--- src/rtl/alu_seq_pkg.sv ---
// Shared definitions for the multi-byte add/subtract sequencer: byte width,
// operation encoding and the sequencer state type.
package alu_seq_pkg;

    localparam int BYTE_W = 8;

    localparam logic OP_ADD = 1'b0;
    localparam logic OP_SUB = 1'b1;

    typedef enum logic [1:0] {
        IDLE = 2'd0,
        RUN  = 2'd1,
        DONE = 2'd2
    } state_t;

endpackage

--- src/rtl/alu8_byte_add.sv ---
// Combinational 8-bit byte slice adder built from generate/propagate terms.
// Exposes the carry into the MSB so the sequencer can derive signed overflow.
module alu8_byte_add
    import alu_seq_pkg::*;
(
    input  logic [BYTE_W-1:0] a,
    input  logic [BYTE_W-1:0] b,
    input  logic              cin,
    output logic [BYTE_W-1:0] sum,
    output logic              cout,
    output logic              c7
);

    logic [BYTE_W-1:0] w_gen;
    logic [BYTE_W-1:0] w_prop;
    logic [BYTE_W:0]   w_carry;

    // Ripple chain: each carry is generate OR (propagate AND incoming carry).
    always_comb begin
        w_gen      = a & b;
        w_prop     = a ^ b;
        w_carry    = '0;
        w_carry[0] = cin;
        for (int k = 0; k < BYTE_W; k++) begin
            w_carry[k+1] = w_gen[k] | (w_prop[k] & w_carry[k]);
        end
        sum  = w_prop ^ w_carry[BYTE_W-1:0];
        cout = w_carry[BYTE_W];
        c7   = w_carry[BYTE_W-1];
    end

endmodule

--- src/rtl/alu_multibyte_seq.sv ---
// Multi-byte add/subtract sequencer driving one 8-bit slice LSB first.
// Define ALU_SEQ_FLAGS_EN to build the zero/ovf flag registers.
module alu_multibyte_seq
    import alu_seq_pkg::*;
#(
    parameter int NBYTES = 4
) (
    input  logic                   clk,
    input  logic                   rst,
    input  logic                   start,
    input  logic                   op,
    input  logic                   cin,
    input  logic [BYTE_W*NBYTES-1:0] a,
    input  logic [BYTE_W*NBYTES-1:0] b,
    output logic                   busy,
    output logic                   done,
    output logic [BYTE_W*NBYTES-1:0] result,
    output logic                   cout,
    output logic                   zero,
    output logic                   ovf
);

    localparam int W  = BYTE_W * NBYTES;
    localparam int IW = (NBYTES > 1) ? $clog2(NBYTES) : 1;
    localparam logic [IW-1:0] LAST_IDX = IW'(NBYTES - 1);

    state_t r_state;
    state_t w_nextState;
    logic   w_accept;

    logic [W-1:0]      r_a;
    logic [W-1:0]      r_b;
    logic [W-1:0]      r_result;
    logic              r_op;
    logic              r_carry;
    logic              r_cout;
    logic [IW-1:0]     r_idx;

    logic [BYTE_W-1:0] w_aByte;
    logic [BYTE_W-1:0] w_bByte;
    logic [BYTE_W-1:0] w_sum;
    logic              w_byteCout;
    logic              w_lastByte;

    always_ff @(posedge clk) begin
        if (rst) begin
            r_state <= IDLE;
        end else begin
            r_state <= w_nextState;
        end
    end

    // A new start is only honoured when no operation is in flight.
    always_comb begin
        w_nextState = r_state;
        w_accept    = 1'b0;
        busy        = 1'b0;
        done        = 1'b0;
        case (r_state)
            IDLE: begin
                if (start) begin
                    w_accept    = 1'b1;
                    w_nextState = RUN;
                end
            end
            RUN: begin
                busy = 1'b1;
                if (w_lastByte) begin
                    w_nextState = DONE;
                end
            end
            DONE: begin
                done = 1'b1;
                if (start) begin
                    w_accept    = 1'b1;
                    w_nextState = RUN;
                end else begin
                    w_nextState = IDLE;
                end
            end
            default: w_nextState = IDLE;
        endcase
    end

    assign w_lastByte = (r_idx == LAST_IDX);
    assign w_aByte    = r_a[r_idx*BYTE_W +: BYTE_W];
    assign w_bByte    = (r_op == OP_SUB) ? ~r_b[r_idx*BYTE_W +: BYTE_W]
                                         :  r_b[r_idx*BYTE_W +: BYTE_W];

`ifdef ALU_SEQ_FLAGS_EN
    logic w_c7;

    alu8_byte_add u_byteAdd (
        .a    (w_aByte),
        .b    (w_bByte),
        .cin  (r_carry),
        .sum  (w_sum),
        .cout (w_byteCout),
        .c7   (w_c7)
    );
`else
    alu8_byte_add u_byteAdd (
        .a    (w_aByte),
        .b    (w_bByte),
        .cin  (r_carry),
        .sum  (w_sum),
        .cout (w_byteCout),
        .c7   ()
    );
`endif

    // SUB is A + ~B + 1, so the carry register is preloaded with 1.
    always_ff @(posedge clk) begin
        if (rst) begin
            r_a      <= '0;
            r_b      <= '0;
            r_op     <= OP_ADD;
            r_idx    <= '0;
            r_carry  <= 1'b0;
            r_result <= '0;
            r_cout   <= 1'b0;
        end else if (w_accept) begin
            r_a      <= a;
            r_b      <= b;
            r_op     <= op;
            r_idx    <= '0;
            r_carry  <= (op == OP_SUB) ? 1'b1 : cin;
            r_result <= '0;
        end else if (r_state == RUN) begin
            r_result[r_idx*BYTE_W +: BYTE_W] <= w_sum;
            r_carry  <= w_byteCout;
            r_idx    <= r_idx + 1'b1;
            if (w_lastByte) begin
                r_cout <= w_byteCout;
            end
        end
    end

    assign result = r_result;
    assign cout   = r_cout;

`ifdef ALU_SEQ_FLAGS_EN
    logic         r_zero;
    logic         r_ovf;
    logic [W-1:0] w_finalResult;

    // Zero must see the top byte being written this cycle, not the stale register.
    always_comb begin
        w_finalResult = r_result;
        w_finalResult[r_idx*BYTE_W +: BYTE_W] = w_sum;
    end

    always_ff @(posedge clk) begin
        if (rst) begin
            r_zero <= 1'b0;
            r_ovf  <= 1'b0;
        end else if ((r_state == RUN) && w_lastByte) begin
            r_zero <= (w_finalResult == '0);
            r_ovf  <= w_c7 ^ w_byteCout;
        end
    end

    assign zero = r_zero;
    assign ovf  = r_ovf;
`else
    assign zero = 1'b0;
    assign ovf  = 1'b0;
`endif

endmodule

--- config.mk ---
export PLATFORM = sky130hd
export DESIGN_NAME = alu_multibyte_seq
export DESIGN_NICKNAME = d
export VERILOG_FILES = /design/src/rtl/alu_seq_pkg.sv /design/src/rtl/alu8_byte_add.sv /design/src/rtl/alu_multibyte_seq.sv
export SDC_FILE = /design/constraint.sdc
export NUM_CORES = 1
export LEC_CHECK = 0
export ABC_AREA = 1
export BUFFER_PORTS_ARGS = -buffer_cell sky130_fd_sc_hd__buf_2
export CAP_MARGIN = 10
export CORE_ASPECT_RATIO = 0.7
export CORE_MARGIN = 2
export CORE_UTILIZATION = 49
export DETAILED_ROUTE_END_ITERATION = 8
export HOLD_SLACK_MARGIN = 0.15
export PLACE_DENSITY = 0.87
export SETUP_SLACK_MARGIN = 0.4
export SYNTH_ARGS = -nofsm -noshare
export SYNTH_HDL_FRONTEND = slang
export SYNTH_SLANG_ARGS = --single-unit
export TNS_END_PERCENT = 100
--- constraint.sdc ---
create_clock -name clk -period 4.5 [get_ports clk]
set_input_delay 0.45 -clock clk [delete_from_list [all_inputs] [get_ports clk]]
set_output_delay 0.45 -clock clk [all_outputs]
set_load 0.05 [all_outputs]
==> results by group <==
Timing
  – Fin crit share: between 90% and 100%
  – Final setup skew: about 0.0068 ns
  – Post-Route Hold Slack: about 0.32 ns
  – Fin crit period: approximately 4.2 ns
  – Maximum clock rate: 0.238 GHz
  – Slew headroom: 63.4%
  – Sum of negative setup slack: 0 ns
  – Slew Limit Fails: 0
  – Setup slack of the critical path after layout: just over 0.3 ns
  – Hold Fails Final Rpt: 0
  – Setup repair after global routing missed its margin: true
  – Setup-failing EPs final: 0
  – Slew @ Worst Pin: 0.549 ns

Setup path
  – CP arrival: between 4 and 5 ns
  – Critical Path Slowest Stage Cell: sky130_fd_sc_hd__fa_1
  – Largest stage delay on the critical path: between 0.5 and 0.6 ns
  – Critical path class: flop to flop
  – Cell with the most instances on the worst path: sky130_fd_sc_hd__fa_2
  – Nature of the critical path endpoint: flop
  – CP required: ~4.7 ns
  – Sort of element at the start of the critical path: flop
  – Worst path cell trace: clkinv_8 > buf_4 > o21ai_0 > o22ai_1 > fa_2 > inv_2 > fa_2 > fa_2 > fa_2 > fa_2 > fa_2 > fa_2 > fa_1 > nor2_2 > nand2_1 > nor2_1 > nor2_1 > nor2_1
  – Largest fanout on the critical path: 7

Power and ir drop
  – Power share of the sequential group: between 40% and 50%
  – Largest vdd supply drop: approximately 0.00022 V
  – Psw: roughly 600 uW
  – Clock network power share: ~36%
  – Switching Share: around 28%
  – Combinational cell fraction of total power: 17.2%
  – PwrDens: around 380 nW/um2
  – P_int: roughly 1.6 mW
  – Leakage: about 2.7 nW

Yosys
  – Area fraction of the dominant cell type after synthesis: between 40 and 50%
  – Yosys reg bits: between 100 and 150
  – Complex-gate fraction of the synthesized area: between 10% and 20%
  – Main combinational cell family by area after synthesis: simple AND/OR/NAND/NOR gates
  – Average footprint of a synthesized cell: approximately 6.9 um2
  – Post-synthesis adder-cell area fraction: 4.99%
  – Unique masters post-synth: 24
  – Cell type contributing the most total cell area after synthesis: sky130_fd_sc_hd__dfxtp_1
  – Warnings, synthesis: 0
  – Cell area after synthesis: about 4700 um2
  – Count of mapped cells out of synthesis: between 600 and 700
  – Simple logic cell fraction of the synthesized area: a little under a third
  – Fraction of synthesized area in multiplexers: 0%
  – Synthesized-area fraction occupied by xor and xnor cells: 0%
  – Sequential element share of the synthesized area: a little over two fifths
  – Leading cell types by total area after synthesis: sky130_fd_sc_hd__dfxtp_1, sky130_fd_sc_hd__nor2_1, sky130_fd_sc_hd__nand2_1

Final layout
  – Sequential standard cell area: ~2100 um2
  – Most common cell after layout, fill and taps aside: sky130_fd_sc_hd__nor2_1
  – Most frequent cells in the layout: sky130_fd_sc_hd__nor2_1, sky130_fd_sc_hd__nand2_1, sky130_fd_sc_hd__buf_2
  – Area growth from synthesis to layout: 21.2%
  – Post-layout instance count excluding filler cells: around 900
  – Count of inserted antenna diode cells: 0
  – Fraction of layout cells with a size suffix above 1: around a fifth
  – NumNets Final: ~860
  – Number of filler cells placed in the layout: between 800 and 900
  – Utilization after layout: 61.9%
  – Area of combinational cells with multiple inputs: roughly 2400 um2

Clocking
  – Clock Sinks: between 100 and 150
  – TritonCTS clock tree: done
  – TritonCTS buffer count: 9
  – Maximum level of the CTS H-tree: 3
  – Clock latency reported for the late side of the worst-skew pair: roughly 0.35 ns
  – CTS Root Buffer Type: sky130_fd_sc_hd__clkbuf_16
  – Clock Tree Buf Depth: 2
  – Clock slew seen by the registers of the worst setup and hold paths: approximately 0.07 ns
  – # hold bufs at CTS: 0

Detailed routing
  – DRC: 0
  – Sum of routed wire length over all layers: about 12000 um
  – Violation count after the first detailed-routing iteration: 347
  – Antenna violation net count after detailed routing: 0
  – Total via count in the routed design: 4689
  – Average wire per standard cell: about 14 um
  – Ratio of routed vias to standard cells: 5.19
  – First drt pass iteration count: 5

Global routing
  – Pin count of the biggest net entering global routing: 70
  – Congestion Overflow GR: 0
  – Global-route wire length before repair: between 20000 and 25000 um
  – Antenna violations before repair: 0
  – Via count of the first global-routing pass: ~4200
  – GRT Overall Usage: between 20% and 30%

Floorplan
  – Die Ht: about 86 um
  – Die ar.: roughly 10000 um2
  – Number of placement rows: 29
  – Io pins: between 100 and 150
  – Starting density of the core: 51.1%
  – Chip width: roughly 120 um
  – Core area: approximately 9200 um2

Placed design
  – Final HPWL from detailed placement: roughly 8800 um
  – Setup slack at placement: approximately 0.19 ns
  – Count of input and output buffers: a little over 100
  – Placed instance count: 881
  – GP Congestion: about 0.92

Hold path
  – Worst hold-check path type: primary input to flop

Job
  – Max-cap violation count: 0

Status
  – Outcome: finished clean
cell type report:
class                   count  share of cell area (%)
flip-flops and latches    103                    36.2
inverters                  35                    2.54
clock inverters             3                   0.745
well taps                 124                    2.72
clock buffers              12                    4.49
multi-input cells         504                    41.6
repair buffers            122                    11.7
worst max-delay path: cells and delay by family (launching register included):
family | cells | cell delay, ns
adders and majority gates | 8 | 2.85
buffers and inverters | 3 | 0.22
and+or+nand+nor | 5 | 0.37
AOI/OAI and AO/OA | 2 | 0.24
DFF | 1 | 0.39
power by group through the flow:
stage                     Combinational (mW)  Sequential, mW  Clock, mW
after floorplan                        0.246            1.03          0
after global placement                 0.342            1.03          0
after detailed placement               0.350            1.02          0
after CTS                              0.366            1.01      0.791
after global routing                   0.417            1.01      0.828
final                                  0.373            1.01      0.782
final timing paths:
kind	slack, ns	endpoint	cells after the start	from
max reg2reg	0.31	result[15]$_SDFFE_PP0P_	18	r_idx[0]$_SDFFE_PP0P_
min reg2reg	0.46	result[28]$_SDFFE_PP0P_	2	result[28]$_SDFFE_PP0P_
max	0.31	result[15]$_SDFFE_PP0P_	18	r_idx[0]$_SDFFE_PP0P_
min	0.32	r_state[1]$_SDFFE_PP0P_	2	rst
state kept, by name (all words and copies together) (netlist names):
name	cells
r_b	32
cout	1
r_op	1
r_state	2
r_idx	2
result	32
r_carry	1
r_a	32
synthesized netlist by cell type:
| master | n |
|---|---|
| sky130_fd_sc_hd__o21a_1 | 1 |
| sky130_fd_sc_hd__o21ai_0 | 87 |
| sky130_fd_sc_hd__ha_1 | 6 |
| sky130_fd_sc_hd__inv_1 | 30 |
| sky130_fd_sc_hd__buf_4 | 5 |
| sky130_fd_sc_hd__nand4_1 | 1 |
| sky130_fd_sc_hd__nor2_4 | 3 |
| sky130_fd_sc_hd__conb_1 | 1 |
| sky130_fd_sc_hd__o22ai_1 | 1 |
| sky130_fd_sc_hd__inv_2 | 2 |
| sky130_fd_sc_hd__dfxtp_1 | 103 |
| sky130_fd_sc_hd__nand2_2 | 2 |
| sky130_fd_sc_hd__nand2_1 | 128 |
| sky130_fd_sc_hd__fa_1 | 8 |
| sky130_fd_sc_hd__nand3_2 | 1 |
| sky130_fd_sc_hd__buf_6 | 1 |
| sky130_fd_sc_hd__buf_2 | 16 |
| sky130_fd_sc_hd__a21oi_1 | 28 |
| sky130_fd_sc_hd__clkinv_1 | 3 |
| sky130_fd_sc_hd__buf_1 | 2 |
| sky130_fd_sc_hd__nand3_1 | 48 |
| sky130_fd_sc_hd__nor2_2 | 1 |
| sky130_fd_sc_hd__nor2_1 | 187 |
| sky130_fd_sc_hd__clkbuf_1 | 16 |
stage by stage:
stage | instance area [um2] | power (mW)
after floorplan | 4780 | 1.27
after global placement | 5300 | 1.37
after detailed placement | 5300 | 1.37
after CTS | 5690 | 2.16
after global routing | 5710 | 2.26
final | 5710 | 2.16
kinds of logic after synthesis:
family                   Yosys count
AO/OA/AOI/OAI                    117
adder cells (fa/ha/maj)           14
buffers and inverters             75
flip-flops                       103
other                              1
AND/OR/NAND/NOR                  371
metal layers:
layer	GRT usage (%)	routed length, um
met4	9.51	251
met2	35.6	5230
met5	0	0
met3	5.65	1110
met1	35.1	5810
repair_timing:
action	in CTS	in global routing
gates resized for setup	13	4
endpoints found under the setup margin	4	6
pin swaps	6	4
buffers inserted	6	1
No activity file was read; power rests on OpenSTA's default activity.
